==> src/rtl/tc_pkg.sv <==
// Shared definitions for the multi-channel timer/counter: FSM states,
// mode codes, register offsets and CTRL field positions.
package tc_pkg;

    typedef enum logic [1:0] {
        ST_IDLE = 2'd0,
        ST_LOAD = 2'd1,
        ST_CNT  = 2'd2,
        ST_EXP  = 2'd3
    } tc_state_t;

    // MODE field codes; 1x is reserved and behaves as one-shot
    localparam logic [1:0] MODE_ONESHOT  = 2'b00;
    localparam logic [1:0] MODE_PERIODIC = 2'b01;

    // Register select (word offset within a channel's 16-byte window)
    localparam logic [1:0] REG_CTRL   = 2'd0;
    localparam logic [1:0] REG_PRESET = 2'd1;
    localparam logic [1:0] REG_COUNT  = 2'd2;
    localparam logic [1:0] REG_STATUS = 2'd3;

    // CTRL bit positions
    localparam int unsigned CTRL_EN       = 0;
    localparam int unsigned CTRL_MODE_LSB = 1;
    localparam int unsigned CTRL_IM       = 3;
    localparam int unsigned CTRL_PS_LSB   = 4;

endpackage

==> src/rtl/tc_channel.sv <==
// One timer channel: CTRL/PRESET/COUNT/PEND registers, prescaler and the
// IDLE/LOAD/CNT/EXP control FSM. Read data is presented zero-extended.
module tc_channel
    import tc_pkg::*;
#(
    parameter int unsigned CNT_W = 32,
    parameter int unsigned PS_W  = 8
) (
    input  logic        clk,
    input  logic        reset,
    input  logic        i_ctrl_we,
    input  logic        i_preset_we,
    input  logic        i_status_we,
    input  logic [31:0] i_wdata,
    output logic [31:0] o_ctrl,
    output logic [31:0] o_preset,
    output logic [31:0] o_count,
    output logic [31:0] o_status,
    output logic        o_irq
);

    tc_state_t        r_state;
    logic             r_en;
    logic [1:0]       r_mode;
    logic             r_im;
    logic [PS_W-1:0]  r_ps;
    logic [CNT_W-1:0] r_preset;
    logic [CNT_W-1:0] r_count;
    logic [PS_W-1:0]  r_pscnt;
    logic             r_pend;
    logic             w_periodic;

    assign w_periodic = (r_mode == MODE_PERIODIC);

    // Register writes and FSM; later assignments in this block take priority,
    // so an expiry's PEND set overrides a simultaneous W1C, and a CTRL write
    // overrides the one-shot EN clear.
    always_ff @(posedge clk or negedge reset) begin
        if (!reset) begin
            r_state  <= ST_IDLE;
            r_en     <= 1'b0;
            r_mode   <= MODE_ONESHOT;
            r_im     <= 1'b0;
            r_ps     <= '0;
            r_preset <= '0;
            r_count  <= '0;
            r_pscnt  <= '0;
            r_pend   <= 1'b0;
        end else begin
            if (i_preset_we) begin
                r_preset <= i_wdata[CNT_W-1:0];
            end

            if (i_ctrl_we) begin
                r_en   <= i_wdata[CTRL_EN];
                r_mode <= i_wdata[CTRL_MODE_LSB +: 2];
                r_im   <= i_wdata[CTRL_IM];
                r_ps   <= i_wdata[CTRL_PS_LSB +: PS_W];
            end else if (r_state == ST_EXP && !w_periodic) begin
                r_en <= 1'b0;
            end

            if (i_status_we && i_wdata[0]) begin
                r_pend <= 1'b0;
            end

            case (r_state)
                ST_IDLE: begin
                    if (r_en) begin
                        r_state <= ST_LOAD;
                    end
                end
                ST_LOAD: begin
                    r_count <= r_preset;
                    r_pscnt <= '0;
                    r_state <= ST_CNT;
                end
                ST_CNT: begin
                    if (!r_en) begin
                        r_state <= ST_IDLE;
                    end else if (r_pscnt == r_ps) begin
                        r_pscnt <= '0;
                        if (r_count > CNT_W'(1)) begin
                            r_count <= r_count - CNT_W'(1);
                        end else begin
                            r_count <= '0;
                            r_pend  <= 1'b1;
                            r_state <= ST_EXP;
                        end
                    end else begin
                        r_pscnt <= r_pscnt + PS_W'(1);
                    end
                end
                ST_EXP: begin
                    if (w_periodic && r_en) begin
                        r_count <= r_preset;
                        r_pscnt <= '0;
                        r_state <= ST_CNT;
                    end else begin
                        r_state <= ST_IDLE;
                    end
                end
                default: r_state <= ST_IDLE;
            endcase
        end
    end

    // Zero-extended read views of the channel registers
    always_comb begin
        o_ctrl                          = '0;
        o_ctrl[CTRL_EN]                 = r_en;
        o_ctrl[CTRL_MODE_LSB +: 2]      = r_mode;
        o_ctrl[CTRL_IM]                 = r_im;
        o_ctrl[CTRL_PS_LSB +: PS_W]     = r_ps;
        o_preset                        = '0;
        o_preset[CNT_W-1:0]             = r_preset;
        o_count                         = '0;
        o_count[CNT_W-1:0]              = r_count;
        o_status                        = '0;
        o_status[0]                     = r_pend;
    end

    assign o_irq = r_pend & r_im;

endmodule

==> src/rtl/tc_multi.sv <==
// Multi-channel timer/counter: bus address decode, read mux and IRQ
// aggregation around N_CH independent tc_channel instances.
module tc_multi
    import tc_pkg::*;
#(
    parameter int unsigned N_CH  = 4,
    parameter int unsigned CNT_W = 32,
    parameter int unsigned PS_W  = 8
) (
    input  logic            clk,
    input  logic            reset,
    input  logic [31:2]     Addr,
    input  logic            WE,
    input  logic [31:0]     Din,
    output logic [31:0]     Dout,
    output logic [N_CH-1:0] IRQ,
    output logic            IRQ_ANY
);

    logic [2:0]  w_ch;
    logic [1:0]  w_reg;
    logic [31:0] w_ctrl   [N_CH];
    logic [31:0] w_preset [N_CH];
    logic [31:0] w_count  [N_CH];
    logic [31:0] w_status [N_CH];
    logic        w_unused;

    assign w_ch     = Addr[6:4];
    assign w_reg    = Addr[3:2];
    assign w_unused = ^Addr[31:7];

    for (genvar k = 0; k < N_CH; k++) begin : g_ch
        logic w_sel;
        assign w_sel = WE && (w_ch == 3'(k));

        tc_channel #(
            .CNT_W (CNT_W),
            .PS_W  (PS_W)
        ) u_ch (
            .clk         (clk),
            .reset       (reset),
            .i_ctrl_we   (w_sel && (w_reg == REG_CTRL)),
            .i_preset_we (w_sel && (w_reg == REG_PRESET)),
            .i_status_we (w_sel && (w_reg == REG_STATUS)),
            .i_wdata     (Din),
            .o_ctrl      (w_ctrl[k]),
            .o_preset    (w_preset[k]),
            .o_count     (w_count[k]),
            .o_status    (w_status[k]),
            .o_irq       (IRQ[k])
        );
    end

    // Read mux; channel indices with no instance never match and read 0
    always_comb begin
        Dout = '0;
        for (int unsigned k = 0; k < N_CH; k++) begin
            if (w_ch == 3'(k)) begin
                case (w_reg)
                    REG_CTRL:   Dout = w_ctrl[k];
                    REG_PRESET: Dout = w_preset[k];
                    REG_COUNT:  Dout = w_count[k];
                    default:    Dout = w_status[k];
                endcase
            end
        end
    end

    assign IRQ_ANY = |IRQ;

endmodule

==> config.mk <==
export PLATFORM = sky130hd
export DESIGN_NAME = tc_multi
export DESIGN_NICKNAME = d
export VERILOG_FILES = /design/src/rtl/tc_pkg.sv /design/src/rtl/tc_channel.sv /design/src/rtl/tc_multi.sv
export SDC_FILE = /design/constraint.sdc
export NUM_CORES = 1
export LEC_CHECK = 0
export CORE_AREA = 5 5 191 193
export CTS_CLUSTER_DIAMETER = 120
export CTS_CLUSTER_SIZE = 12
export DETAILED_ROUTE_END_ITERATION = 6
export DIE_AREA = 0 0 196 198
export PLACE_DENSITY_LB_ADDON = 0.25
export SLEW_MARGIN = 20
export SYNTH_ARGS = -nofsm -noshare
export SYNTH_HDL_FRONTEND = slang
export SYNTH_SLANG_ARGS = --single-unit
==> constraint.sdc <==
create_clock -name clk -period 6.25 [get_ports clk]
set_input_delay 0.625 -clock clk [delete_from_list [all_inputs] [get_ports clk]]
set_output_delay 0.625 -clock clk [all_outputs]
set_load 0.05 [all_outputs]
# After elaboration in Yosys (flattened, before gate mapping)
# Cells that the tools add are included.
# Widths: inputs -> output; s select.
[word_totals] regBits=348 inputBits=65 output_inout_bits=37 elab_cells=257
[classes] add_sub_neg=8 magnitude_cmp=4 n_eq_ne=50 muxes=96 n_bitwise=4 reduce_logical=59
[op_table] operator="$pmux 32 s3" count=8
[op_table] operator="$mux 32" count=20
[op_table] operator="$gt 32x1->1 const B" count=4
[op_table] operator="$sub 32x1->32 const B" count=4
[op_table] operator="$mux 8" count=12
[op_table] operator="$pmux 8 s3" count=4
[op_table] operator="$mux 2" count=20
[op_table] operator="$add 8x1->8 const B" count=4
[op_table] operator="$eq 8x8->1" count=4
[op_table] operator="$pmux 2 s4" count=4
[op_table] operator="$logic_and 1x1->1" count=28
[op_table] operator="$mux 1" count=28
[op_table] operator="$ne 2x1->1 const B" count=12
[op_table] operator="$ne 3x3->1 const B" count=8
[op_table] operator="$reduce_and 3->1" count=8
[op_table] operator="$eq 2x2->1 const B" count=10
[op_table] operator="$eq 2x1->1 const B" count=9
[op_table] operator="$reduce_and 4->1" count=4
[op_table] operator="$reduce_bool 3->1" count=4
[op_table] operator="$logic_not 2->1" count=5
[op_table] operator="$ne 2x2->1 const B" count=4
[op_table] operator="$reduce_bool 2->1" count=4
[op_table] operator="$eq 3x2->1 const B" count=2
[op_table] operator="$and 1x1->1" count=4
[op_table] operator="other kinds (4)" count=7

# Longest topological paths before layout
[depth] ltp_word=9 depth_mapped=10 ltp_nobuf=8

# Hierarchy
# Synthesis repeated with hierarchy kept, for this count alone.
[hier_totals] cells_unflattened=2339 area_unflattened_um2=23553.8
[by_module_without_submodules] mod="tc_channel (g_ch[0].u_ch ...)" instances=3 cells_each=475 area_each_um2=4818.4 seq_area_each_um2=2177.1
[by_module_without_submodules] mod="tc_channel (g_ch[3].u_ch)" instances=1 cells_each=470 area_each_um2=4815.9 seq_area_each_um2=2177.1
[by_module_without_submodules] mod="tc_multi" instances=1 cells_each=444 area_each_um2=4282.9 seq_area_each_um2=0.0

# Worst setup path after synthesis
# Ideal clock, no wire load.
[synth_path] path_type="in2out" startpoint="input port Addr[2] (netlist name)" endpoint="output port Dout[30]" arrival_ns=3.234 required_ns=5.625 path_slack_ns=2.391 cell_stages=7 n_path_buf=4 cell_sequence="clkbuf_1 -> nor2b_1 -> clkbuf_1 -> clkbuf_1 -> buf_1 -> a221oi_1 -> o32ai_1"
[synth_between] elab_chain_cells=6
[synth_rtl] element="start, declared" line_no="tc_multi.sv:12" rtl="input logic [31:2] Addr,"
[synth_rtl] element="$eq 2x2->1 (tied with other cells)" line_no="tc_multi.sv:59" rtl="case (w_reg)"
[synth_rtl] element="$pmux 32 s3" line_no="tc_multi.sv:59"
[synth_rtl] element="$mux 32 (3 in series)" line_no="tc_multi.sv:58" rtl="if (w_ch == 3'(k)) begin"
[synth_rtl] element="$mux 32 *" line_no="tc_multi.sv:58"
[synth_rtl] element="end, declared" line_no="tc_multi.sv:15" rtl="output logic [31:0] Dout,"
# Mark *: on every way between the ends. The rest lies on a longest branch, timed or not.

# Worst setup path after layout
[layout_path] startpoint="input port Addr[2] (netlist name)" endpoint="output port Dout[27]"
# Same word-level chain as after synthesis.

==> flow_metrics.env <==
export IMPL_fill_cells=2848
export IMPL_slew_headroom_pct=25.90
export IMPL_clock_fmax_mhz=210.2
export IMPL_status="finished, violations left"
export IMPL_power_frac_seq_pct=39.6
export IMPL_ys_flop_type="dfrtp_1"
export IMPL_syn_nets=2240
export IMPL_final_setup_viol_count=0
export IMPL_r2r_setup_slack_ns=2.40
export IMPL_register_area_um2=8708
export IMPL_rr_startpoint="g_ch[2].u_ch.o_count[6]"
export IMPL_powerDensity_nw_per_um2=430.6
export IMPL_cts_hold_buffers=0
export IMPL_routed_wl_um=68390
export IMPL_p_clk_share_pct=19.6
export IMPL_clock_skew_ns=0.02805
export IMPL_finalNetCount=2247
export IMPL_via_count=18477
export IMPL_r2r_worst_path_cells=7
export IMPL_start_kind="primary input"
export IMPL_dr_pass1_iters=7
export IMPL_area_growth_pct=10.48
export IMPL_wl_per_cell_um=26.03
export IMPL_synth_edf_count=0
export IMPL_first_global_vias=17659
export IMPL_synth_distinct_cells=77
export IMPL_required_ns=5.62
export IMPL_cp_data_arrival_time_ns=4.13
export IMPL_h_tree_depth=2
export IMPL_ys_top_cells_by_count="348 x dfrtp_1, 207 x o21ai_0, 174 x mux2_2"
export IMPL_grt_pass1_wl_um=105900
export IMPL_gp_congestion=1.008
export IMPL_synthArstFlopShare_pct=100.0
export IMPL_grt_overflow=0
export IMPL_crit_type="primary input to output port"
export IMPL_dieWidth_um=196
export IMPL_post_cts_buffers=0
export IMPL_grt_total_usage_pct=34.67
export IMPL_total_power_mw=9.539
export IMPL_cts_sinks=348
export IMPL_core_um2=34370
export IMPL_numCtsBuffers=34
export IMPL_yosysMostFrequentCell="dfrtp_1"
export IMPL_hold_ws_ns=0.09718
export IMPL_drive_above_1_share_pct=13.68
export IMPL_rsz0062_at_grt="no"
export IMPL_tns_ns=0
export IMPL_ys_ff_latch=348
export IMPL_grt_max_degree=130
export IMPL_comb_power_share_pct=40.7
export IMPL_root_buffer="clkbuf_16"
export IMPL_hold_viol=0
export IMPL_clock_latency_ns=0.55
export IMPL_dieHeight_um=198
export IMPL_leakage_nw=8.931
export IMPL_synthesis_area_um2=20050
export IMPL_synth_cells=2163
export IMPL_synth_top_area_share_pct=43.43
export IMPL_yosysWarnings=0
export IMPL_cts_tree="done"
export IMPL_synthTopCellsByArea="dfrtp_1 43%, mux2_2 9.8%, o21ai_0 5.2%"
export IMPL_antenna_found_initial=4
export IMPL_cts_resized=0
export IMPL_max_cap_viol_count=0
export IMPL_drv_slew=0
export IMPL_initial_core_util_pct=58.33
export IMPL_yosysTopAreaCell="dfrtp_1"
export IMPL_rows=68
export IMPL_hpwlAfterDp_um=48080
export IMPL_worstSetupEndpointType="output port"
export IMPL_violations="DRC"
export IMPL_cts_buffer_depth=3
export IMPL_drt_iter0_drc=2196
export IMPL_reg2reg_to="g_ch[2].u_ch.o_count[18]"
export IMPL_vias_per_cell=7.033
export IMPL_switchingPower_mw=4.234
export IMPL_multi_input_area_um2=10530
export IMPL_syn_area_per_cell_um2=9.270
export IMPL_tightest_slew_ns=1.112
export IMPL_fp_dieArea_um2=38810
export IMPL_clk_pin_slew_ns=0.06
export IMPL_period_needed_ns=4.757
export IMPL_io_buffers=76
export IMPL_yosysSeqAreaShare_pct=43.43
export IMPL_route_detailed_drc=1
export IMPL_ant_nets=0
export IMPL_power_internal_mw=5.305
export IMPL_pin_count=102
export IMPL_fin_crit_sh_pct=76.12
export IMPL_ir_drop_mv=0.2473
export IMPL_worstHoldPathType="primary input to asynchronous set/reset pin"
export IMPL_swShare_pct=44.39
export IMPL_path_max_fanout=27
==> flip-flops by register name, summed over array words and instances (netlist names) <==
register,flops
g_ch.u_ch.r_im,4
g_ch.u_ch.o_preset,128
g_ch.u_ch.r_pscnt,32
g_ch.u_ch.r_state,8
g_ch.u_ch.o_count,128
g_ch.u_ch.r_pend,4
g_ch.u_ch.r_mode,8
g_ch.u_ch.r_en,4
g_ch.u_ch.r_ps,32
==> per-layer routing <==
metal | global-route usage, % | wire length [um] | vias to the layer above
met5 | 0 | 57 | -
met4 | 16.45 | 3704 | 6
met3 | 8.389 | 7348 | 235
met2 | 52.83 | 30490 | 1106
met1 | 47.05 | 26790 | 9054
li1 | - | - | 8076
==> final cells by class <==
class / count / share of cell area (%)
Tap cell: 455 / 2.570
Multi-Input combinational cell: 1601 / 47.52
Antenna cell: 1 / 0.01130
Timing Repair Buffer: 126 / 5.490
Sequential cell: 348 / 39.31
Inverter: 59 / 0.9997
Clock inverter: 2 / 0.1469
Clock buffer: 35 / 3.954
==> placed cells by master (no fill, tap or decap), drive strengths merged, types with 10 or more instances in the layout <==
master,n
nor2,143
a22oi,76
o21ai,240
o22ai,22
buf,54
a22o,10
a21oi,151
mux2,174
and3,15
or3,22
nand4,34
a221oi,45
dfrtp,348
a211oi,21
a32oi,25
o2bb2ai,22
and2,16
clkdlybuf4s50,72
nand2b,12
or4,14
nor4,37
nand3,37
o31ai,12
nor2b,18
o211ai,12
inv,58
clkbuf,35
ha,12
xnor2,32
nor3,97
nand2,167
mux2i,34
a31oi,14
==> critical path: stages <==
cell             delay [ns]
clkdlybuf4s50_1        0.59
nor2b_4                0.75
buf_4                  0.35
a22oi_1                0.09
a211oi_1               0.52
a21oi_1                0.15
nor3_1                 0.18
clkdlybuf4s50_1        0.83
==> worst max-delay path by stage <==
stage,startpoint,endpoint,depth (start not counted)
2_1_floorplan,Addr[2],Dout[30],7
3_3_place_gp,Addr[2],Dout[25],8
3_5_place_dp,Addr[2],Dout[27],8
4_1_cts,Addr[2],Dout[30],8
5_1_grt,Addr[2],Dout[30],8
6_report,Addr[2],Dout[27],8
==> per-stage QoR <==
| step | utilization [%] | setup slack, ns | instance area (um2) | instances |
|---|---|---|---|---|
| after floorplan | - | 2.391 | 20050 | 2163 |
| after CTS | 64.36 | 1.542 | 22120 | 2625 |
| after global routing | 64.45 | 1.424 | 22150 | 2627 |
| after global placement | 61.57 | 1.519 | 21160 | 2586 |
| final | 64.45 | 1.493 | 22150 | 2627 |
| after detailed placement | 61.72 | 1.552 | 21210 | 2588 |
==> cell families (layout without fill, tap and decap cells) <==
family,Yosys count,in the layout,share of synthesized area [%]
flops,348,348,43.43
compound gates,697,697,22.08
other cells,0,1,0
fa+ha+maj,12,12,0.7488
xor+xnor,39,39,1.704
simple gates,643,643,15.99
buf+inv,214,222,4.349
mux,210,210,11.69
==> power groups by stage <==
stage / Sequential (mW) / Clock [mW] / Combinational, mW
after floorplan: 3.46 / 0 / 2.77
after global placement: 3.74 / 0 / 3.68
after detailed placement: 3.77 / 0 / 3.77
after CTS: 3.74 / 1.89 / 3.80
after global routing: 3.86 / 1.98 / 4.22
final: 3.78 / 1.87 / 3.89
(Power assumes the default switching activity.)
